### src/rtl/instr_mem_loadable.sv
// instr_mem_loadable: loadable instruction memory for the 19-bit CPU.
// Self-clears after reset, then serves registered 1-cycle fetches with a
// stall/flush handshake and accepts program-load writes.
// Optional feature macro: IMEM_PARITY_EN (per-word even parity, f_perr,
// ld_par_inv error injection).
module instr_mem_loadable #(
  parameter int DATA_W = 19,
  parameter int ADDR_W = 19,
  parameter int DEPTH  = 128
) (
  input  logic              clk,
  input  logic              rst,
  input  logic              f_req,
  input  logic [ADDR_W-1:0] f_addr,
  input  logic              f_stall,
  input  logic              f_flush,
  output logic              f_ready,
  output logic              f_valid,
  output logic [DATA_W-1:0] f_instr,
  output logic              f_fault,
  input  logic              ld_en,
  input  logic [ADDR_W-1:0] ld_addr,
  input  logic [DATA_W-1:0] ld_data,
`ifdef IMEM_PARITY_EN
  input  logic              ld_par_inv,
  output logic              f_perr,
`endif
  output logic              ld_ready,
  output logic              ld_err,
  output logic              init_done
);

  localparam int IDX_W = $clog2(DEPTH);
  localparam logic [IDX_W-1:0] CNT_LAST = IDX_W'(DEPTH - 1);
  // one extra bit so DEPTH == 2**ADDR_W still compares correctly
  localparam logic [ADDR_W:0] DEPTH_L = (ADDR_W+1)'(DEPTH);

  typedef enum logic {S_CLEAR, S_RUN} state_t;

  state_t             state;
  logic [IDX_W-1:0]   clr_cnt;
  logic [DATA_W-1:0]  mem [DEPTH];
`ifdef IMEM_PARITY_EN
  logic               par_mem [DEPTH];
  logic               wr_par;
`endif

  logic               run, f_in_rng, ld_in_rng, ld_ok, accept, byp;
  logic [IDX_W-1:0]   f_idx, ld_idx, wr_idx;
  logic               wr_en;
  logic [DATA_W-1:0]  wr_data, rd_data;

  assign run       = (state == S_RUN);
  assign f_in_rng  = ({1'b0, f_addr}  < DEPTH_L);
  assign ld_in_rng = ({1'b0, ld_addr} < DEPTH_L);
  assign f_idx     = f_addr[IDX_W-1:0];
  assign ld_idx    = ld_addr[IDX_W-1:0];
  assign ld_ok     = run & ld_en & ld_in_rng;
  assign f_ready   = run & ~(f_valid & f_stall);
  assign accept    = f_req & f_ready;
  // same-cycle load to the fetched address: forward the load data
  assign byp       = ld_ok & (ld_addr == f_addr);
  assign rd_data   = byp ? ld_data : mem[f_idx];
  assign ld_ready  = init_done;

  // sequencer: CLEAR walks every word once, then RUN until next reset
  always_ff @(posedge clk) begin
    if (!rst) begin
      state     <= S_CLEAR;
      clr_cnt   <= '0;
      init_done <= 1'b0;
    end else if (state == S_CLEAR) begin
      clr_cnt <= clr_cnt + 1'b1;
      if (clr_cnt == CNT_LAST) begin
        state     <= S_RUN;
        init_done <= 1'b1;
      end
    end
  end

  // single write port shared by the clear sweep and program loads
  always_comb begin
    wr_en   = 1'b0;
    wr_idx  = ld_idx;
    wr_data = ld_data;
`ifdef IMEM_PARITY_EN
    wr_par  = (^ld_data) ^ ld_par_inv;
`endif
    if (rst && state == S_CLEAR) begin
      wr_en   = 1'b1;
      wr_idx  = clr_cnt;
      wr_data = '0;
`ifdef IMEM_PARITY_EN
      wr_par  = 1'b0;
`endif
    end else if (rst && ld_ok) begin
      wr_en = 1'b1;
    end
  end

  // storage array
  always_ff @(posedge clk) begin
    if (wr_en) begin
      mem[wr_idx] <= wr_data;
`ifdef IMEM_PARITY_EN
      par_mem[wr_idx] <= wr_par;
`endif
    end
  end

  // fetch output register and load error pulse
  always_ff @(posedge clk) begin
    if (!rst) begin
      f_valid <= 1'b0;
      f_instr <= '0;
      f_fault <= 1'b0;
      ld_err  <= 1'b0;
`ifdef IMEM_PARITY_EN
      f_perr  <= 1'b0;
`endif
    end else begin
      ld_err <= run & ld_en & ~ld_in_rng;
      if (accept) begin
        f_valid <= 1'b1;
        f_instr <= f_in_rng ? rd_data : '0;
        f_fault <= ~f_in_rng;
`ifdef IMEM_PARITY_EN
        if (!f_in_rng)  f_perr <= 1'b0;
        else if (byp)   f_perr <= ld_par_inv;
        else            f_perr <= par_mem[f_idx] ^ (^mem[f_idx]);
`endif
      end else if (f_flush || !f_stall) begin
        // a stalled valid word holds; anything else drops valid
        f_valid <= 1'b0;
      end
    end
  end

endmodule

### config.mk
export PLATFORM = sky130hd
export DESIGN_NAME = instr_mem_loadable
export DESIGN_NICKNAME = d
export VERILOG_FILES = /design/src/rtl/instr_mem_loadable.sv
export SDC_FILE = /design/constraint.sdc
export NUM_CORES = 2
export LEC_CHECK = 0
export CORE_UTILIZATION = 35
export CTS_BUF_LIST = sky130_fd_sc_hd__clkbuf_4 sky130_fd_sc_hd__clkbuf_8
export DETAILED_ROUTE_END_ITERATION = 16
export GPL_ROUTABILITY_DRIVEN = 0
export REMOVE_ABC_BUFFERS = 1
export SLEW_MARGIN = 25
export SYNTH_ARGS = -nofsm -noshare
export SYNTH_HDL_FRONTEND = slang
export SYNTH_SLANG_ARGS = --single-unit
### constraint.sdc
create_clock -name clk -period 4.1 [get_ports clk]
set_input_delay 0.82 -clock clk [delete_from_list [all_inputs] [get_ports clk]]
set_output_delay 0.82 -clock clk [all_outputs]
set_load 0.005 [all_outputs]
[Yosys cells after proc, flatten, opt, wreduce, memory -nomap -nowiden]
Memory sizes are Yosys's and may differ from the RTL's.
Cells that the tools add are included.
Word-level totals
  bits in registers: 31
  memory bits (writable): 2432
  output and inout bits: 25
  memories: 1
Memory list
  mem: words 128, bits a word 19, rd ports 1, clocked after memory_dff 0, wr ports 1, line 42  | logic [DATA_W-1:0] mem [DEPTH];
Operators by class
  add/subtract/negate cells: 1
  order comparisons: 2
  equal/unequal tests: 2
  muxes and demuxes: 12
  bitwise logic cells: 11
  reductions and logical operators: 6
Operators by type and width (number)
  $mux 19: 3
  $lt 19x8->1 const B: 2
  $eq 19x19->1: 1
  $mux 1: 8
  $add 7x1->7 const B: 1
  $and 1x1->1: 7
  $eq 7x7->1 const B: 1
  $mux 7: 1
  $not 1->1: 4
  $logic_and 1x1->1: 2
  $reduce_and 2->1: 1
  $reduce_bool 2->1: 1
  $logic_not 1->1: 1
  $logic_or 1x1->1: 1

[Longest topological paths before layout]
  depth after elaboration: 7
  mapped depth: 12

[Worst setup path after synthesis]
Ideal clock, no wire load.
  path kind: input to register
  start point: in rst
  end point: mem mem[0][10] (data pin)
  setup time: 0.535 ns
  data arrival time: 3.469 ns
  setup slack: 0.096 ns
  stages: 6
  path buffers: 4
  cells stage by stage: buf_2 -> nand2b_1 -> buf_2 -> clkbuf_1 -> clkbuf_1 -> and2_1
On the way
  word-level cells in the longest chain between the ends: 2
RTL lines
  from (decl): line 12  | input logic rst,
  $logic_and 1x1->1: line 89  | if (rst && state == S_CLEAR) begin
  $mux 19: line 89
  via wr_data[10]: line 51  | logic [DATA_W-1:0] wr_data, rd_data;
  to (decl): line 42
The timed path passes the listed nets, and every way through them passes these cells.

[Worst setup path after layout]
  start point: reg state, in the netlist run
  end point: reg f_instr[5]
On the way
  word-level cells in the longest chain between the ends: 5
  elaborated cells between the ends (all ways): 7
  those cells by class: mux (2); bitwise (5)
RTL lines
  from (decl): line 40  | state_t state;
  from (signal assigned): line 69  | state <= S_CLEAR;
  from (signal assigned): line 75  | state <= S_RUN;
  $and 1x1->1 (2 in a row): line 58  | assign ld_ok = run & ld_en & ld_in_rng;
  $and 1x1->1: line 62  | assign byp = ld_ok & (ld_addr == f_addr);
  $mux 19: line 63  | assign rd_data = byp ? ld_data : mem[f_idx];
  $mux 19: line 125  | f_instr <= f_in_rng ? rd_data : '0;
  to (signal assigned): line 125
  to (decl): line 19  | output logic [DATA_W-1:0] f_instr,
Several ways; a longest one is shown, not always the timed one.
A chain may end at the register's enable or synchronous reset.

==> flow_metrics.py <==
metrics = {
    "synthesis": {
        "ys_async_sr_fraction": 0,
        "synth_top_area_frac": 0.750,
        "synth-seq-cells": 2463,
        "yosysWarnings": 0,
        "synth_cell_types": 80,
        "synth-edff-count": 2432,
        "ys.flop_type": "edfxtp_1",
        "avgSynthCellArea_um2": 19.9,
        "syn_inst": 4903,
        "synth_area_leader_cell": "edfxtp_1",
        "synth_common_cells": "2432 x edfxtp_1, 559 x mux2i_1, 287 x mux4_2",
        "synth_area_leaders": "edfxtp_1 75%, mux4_2 6.6%, mux2i_1 5.7%, a221oi_1 2.1%, mux4_1 1.2%",
        "yosysSeqAreaShare": 0.756,
        "syn_area_um2": 97400,
        "yosysMostFrequentCell": "edfxtp_1",
    },
    "timing": {
        "fmax_mhz": 292,
        "slew_viol_final": 0,
        "setup_viol": 0,
        "hold-worst-slack_ns": 0.344,
        "rsz0062_at_grt": "no",
        "skew_ns": 0.0630,
        "fin_crit_sh": 0.836,
        "maxSlewHeadroom": 0.263,
        "finalHoldViolations": 0,
        "worstMarginPinSlew_ns": 1.10,
        "period_needed_ns": 3.43,
        "worst_slack_ns": 0.671,
    },
    "job": {
        "max_cap_viol_count": 0,
    },
    "clock_tree": {
        "cts_tree": "done",
        "root_buffer": "clkbuf_8",
        "cts_setup_buffers": 0,
        "clock-sinks": 2463,
        "cts_resized": 0,
        "numCtsBuffers": 410,
        "clockBufferDepth": 4,
        "cts.hold.buffers_added": 0,
        "clkTransAtPathRegs_ns": 0.06,
        "h-tree-depth": 5,
        "clk_latency_ns": 1.10,
    },
    "critical_path": {
        "worstPathCellList": "a21boi_0 -> nand2_1 -> nand2_1 -> o311a_1 -> nand3_1 -> o311a_1",
        "cp_top_family": "simple AND/OR/NAND/NOR gates",
        "worstPathRequired_ns": 5.06,
        "cp-start-kind": "register",
        "max_stage_delay_ns": 0.73,
        "critPathBufInv": 0,
        "crit_path_top_delay_cell": "nand2_1",
        "endpoint_kind": "register",
        "criticalPathCategory": "register to register",
        "arrival_ns": 4.39,
        "cp_max_fo": 12,
    },
    "final_layout": {
        "area_delta_synth_final_pct": 17.7,
        "stdcell_count": 9641,
        "finalInstanceArea_um2": 115000,
        "layout-drive-gt1-share": 0.272,
        "nets": 5676,
    },
    "global_routing": {
        "track_usage": 0.202,
        "grt_pass1_vias": 52500,
        "grt_max_degree": 81,
        "antenna_found_initial": 17,
        "grt_pass1_wl_um": 400000,
        "grt-ovfl-total": 0,
    },
    "die": {
        "rows": 193,
        "start_util": 0.352,
        "core_area_um2": 276000,
        "ios": 88,
        "die-height_um": 530,
        "dieArea_um2": 280000,
        "die_width_um": 530,
    },
    "routing": {
        "routed_via_density": 5.52,
        "dr.pass1.iters": 5,
        "via_count": 53200,
        "wirelength_um": 286000,
        "ant_nets": 0,
        "drcViolationCount": 0,
        "drt_iter0_markers": 6258,
        "wire_per_inst_um": 29.7,
    },
    "power_and_ir_drop": {
        "pwr-share-clk": 0.402,
        "vdd_drop_max_mv": 0.364,
        "power_per_cell_area_nw_per_um2": 453,
        "leakagePower_nw": 37.9,
        "power.share.sequential": 0.535,
        "combPwrFrac": 0.063,
        "power.switching_w": 0.0118,
        "p_sw_frac": 0.227,
        "p_int_w": 0.0402,
    },
    "place": {
        "post-place-ws_ns": -0.117,
        "portBuffers": 87,
        "post_dp_cell_area_um2": 107000,
        "dpl.hpwl_um": 183000,
        "place_inst": 8905,
    },
    "status": {
        "status": "completed",
    },
    "worst_hold_path": {
        "hold_class": "input port to register",
    },
}
-- worst register-to-register path: stages (launching register included) --
cell      delay (ns)
dfxtp_1         0.59
a21boi_0        0.36
nand2_1         0.73
nand2_1         0.64
o311a_1         0.25
nand3_1         0.33
o311a_1         0.43
-- final timing paths --
path / endpoint / slack [ns] / cells past startpoint / start
setup / recovery: f_instr[5]$_SDFFE_PN0P_ / 0.67 / 6 / run$_SDFF_PN0_
hold / removal: f_valid$_SDFFE_PN0P_ / 0.34 / 3 / f_stall
setup reg to reg: f_instr[5]$_SDFFE_PN0P_ / 0.67 / 6 / run$_SDFF_PN0_
hold reg to reg: f_valid$_SDFFE_PN0P_ / 0.51 / 2 / f_valid$_SDFFE_PN0P_
-- layer usage --
layer / share of wire / track usage / vias to the layer above
li1: - / - / 22000
met3: 0.090 / 0.0396 / 535
met1: 0.40 / 0.271 / 27800
met4: 0.043 / 0.0842 / 2
met5: 0.000049 / 0 / -
met2: 0.47 / 0.319 / 2768
-- metrics by stage --
stage	TNS (ns)	power, W	utilization
4_1_cts	0	0.0522	0.415
5_1_grt	0	0.0534	0.415
2_1_floorplan	-104.60	0.0296	-
6_report	0	0.0519	0.415
3_3_place_gp	-0.0610	0.0315	0.386
3_5_place_dp	-0.117	0.0315	0.386
-- flip-flops by register name, indices dropped and copies added (netlist names) --
| name | flops |
|---|---|
| mem | 2432 |
| init_done | 1 |
| f_fault | 1 |
| clr_cnt | 7 |
| ld_err | 1 |
| run | 1 |
| f_valid | 1 |
| f_instr | 19 |
-- logic make-up after synthesis --
group	after synthesis	share of synthesized area
flip-flops	2463	0.756
AO/OA/AOI/OAI	722	0.0546
buffers and inverters	302	0.0262
AND/OR/NAND/NOR	486	0.0229
multiplexers	905	0.138
XOR/XNOR	24	0.00216
adder cells (fa/ha/maj)	1	0.000128
-- placed cells by master, fill, tap and decap left out, drive strengths merged, types with 9 or more instances in the layout --
cell and count:
xor2 14, a21oi 81, mux2i 559, o211ai 11
clkbuf 572, o21ai 166, o22ai 11, and2 24
clkinvlp 9, nand2b 16, a211oi 18, nand4 18
nand3 46, o32ai 17, o31ai 10, a221oi 246
nand2 91, buf 510, diode 10, a22oi 67
nor3 38, mux4 333, dfxtp 31, nor4 14
xnor2 10, a31oi 19, nor2 202, clkinv 137
mux2 13, clkdlybuf4s50 82, a221o 27, edfxtp 2432
-- power by group through the flow --
| stage | logic, W | clock network, W | registers [W] |
|---|---|---|---|
| after floorplan | 0.00127 | 0 | 0.0283 |
| after global placement | 0.00322 | 0 | 0.0283 |
| after detailed placement | 0.00326 | 0 | 0.0283 |
| after CTS | 0.00326 | 0.0212 | 0.0278 |
| after global routing | 0.00340 | 0.0222 | 0.0277 |
| final | 0.00328 | 0.0209 | 0.0278 |
-- layout make-up --
type | count | area [µm²]
Fill cell | 24200 | 162000
Sequential cell | 2463 | 73700
Multi-Input combinational cell | 2138 | 21600
Clock buffer | 571 | 6930
Timing Repair Buffer | 593 | 6930
Tap cell | 3705 | 4640
Clock inverter | 155 | 858
Inverter | 6 | 30.0
Antenna cell | 10 | 25.0
(Power assumes the default switching activity.)
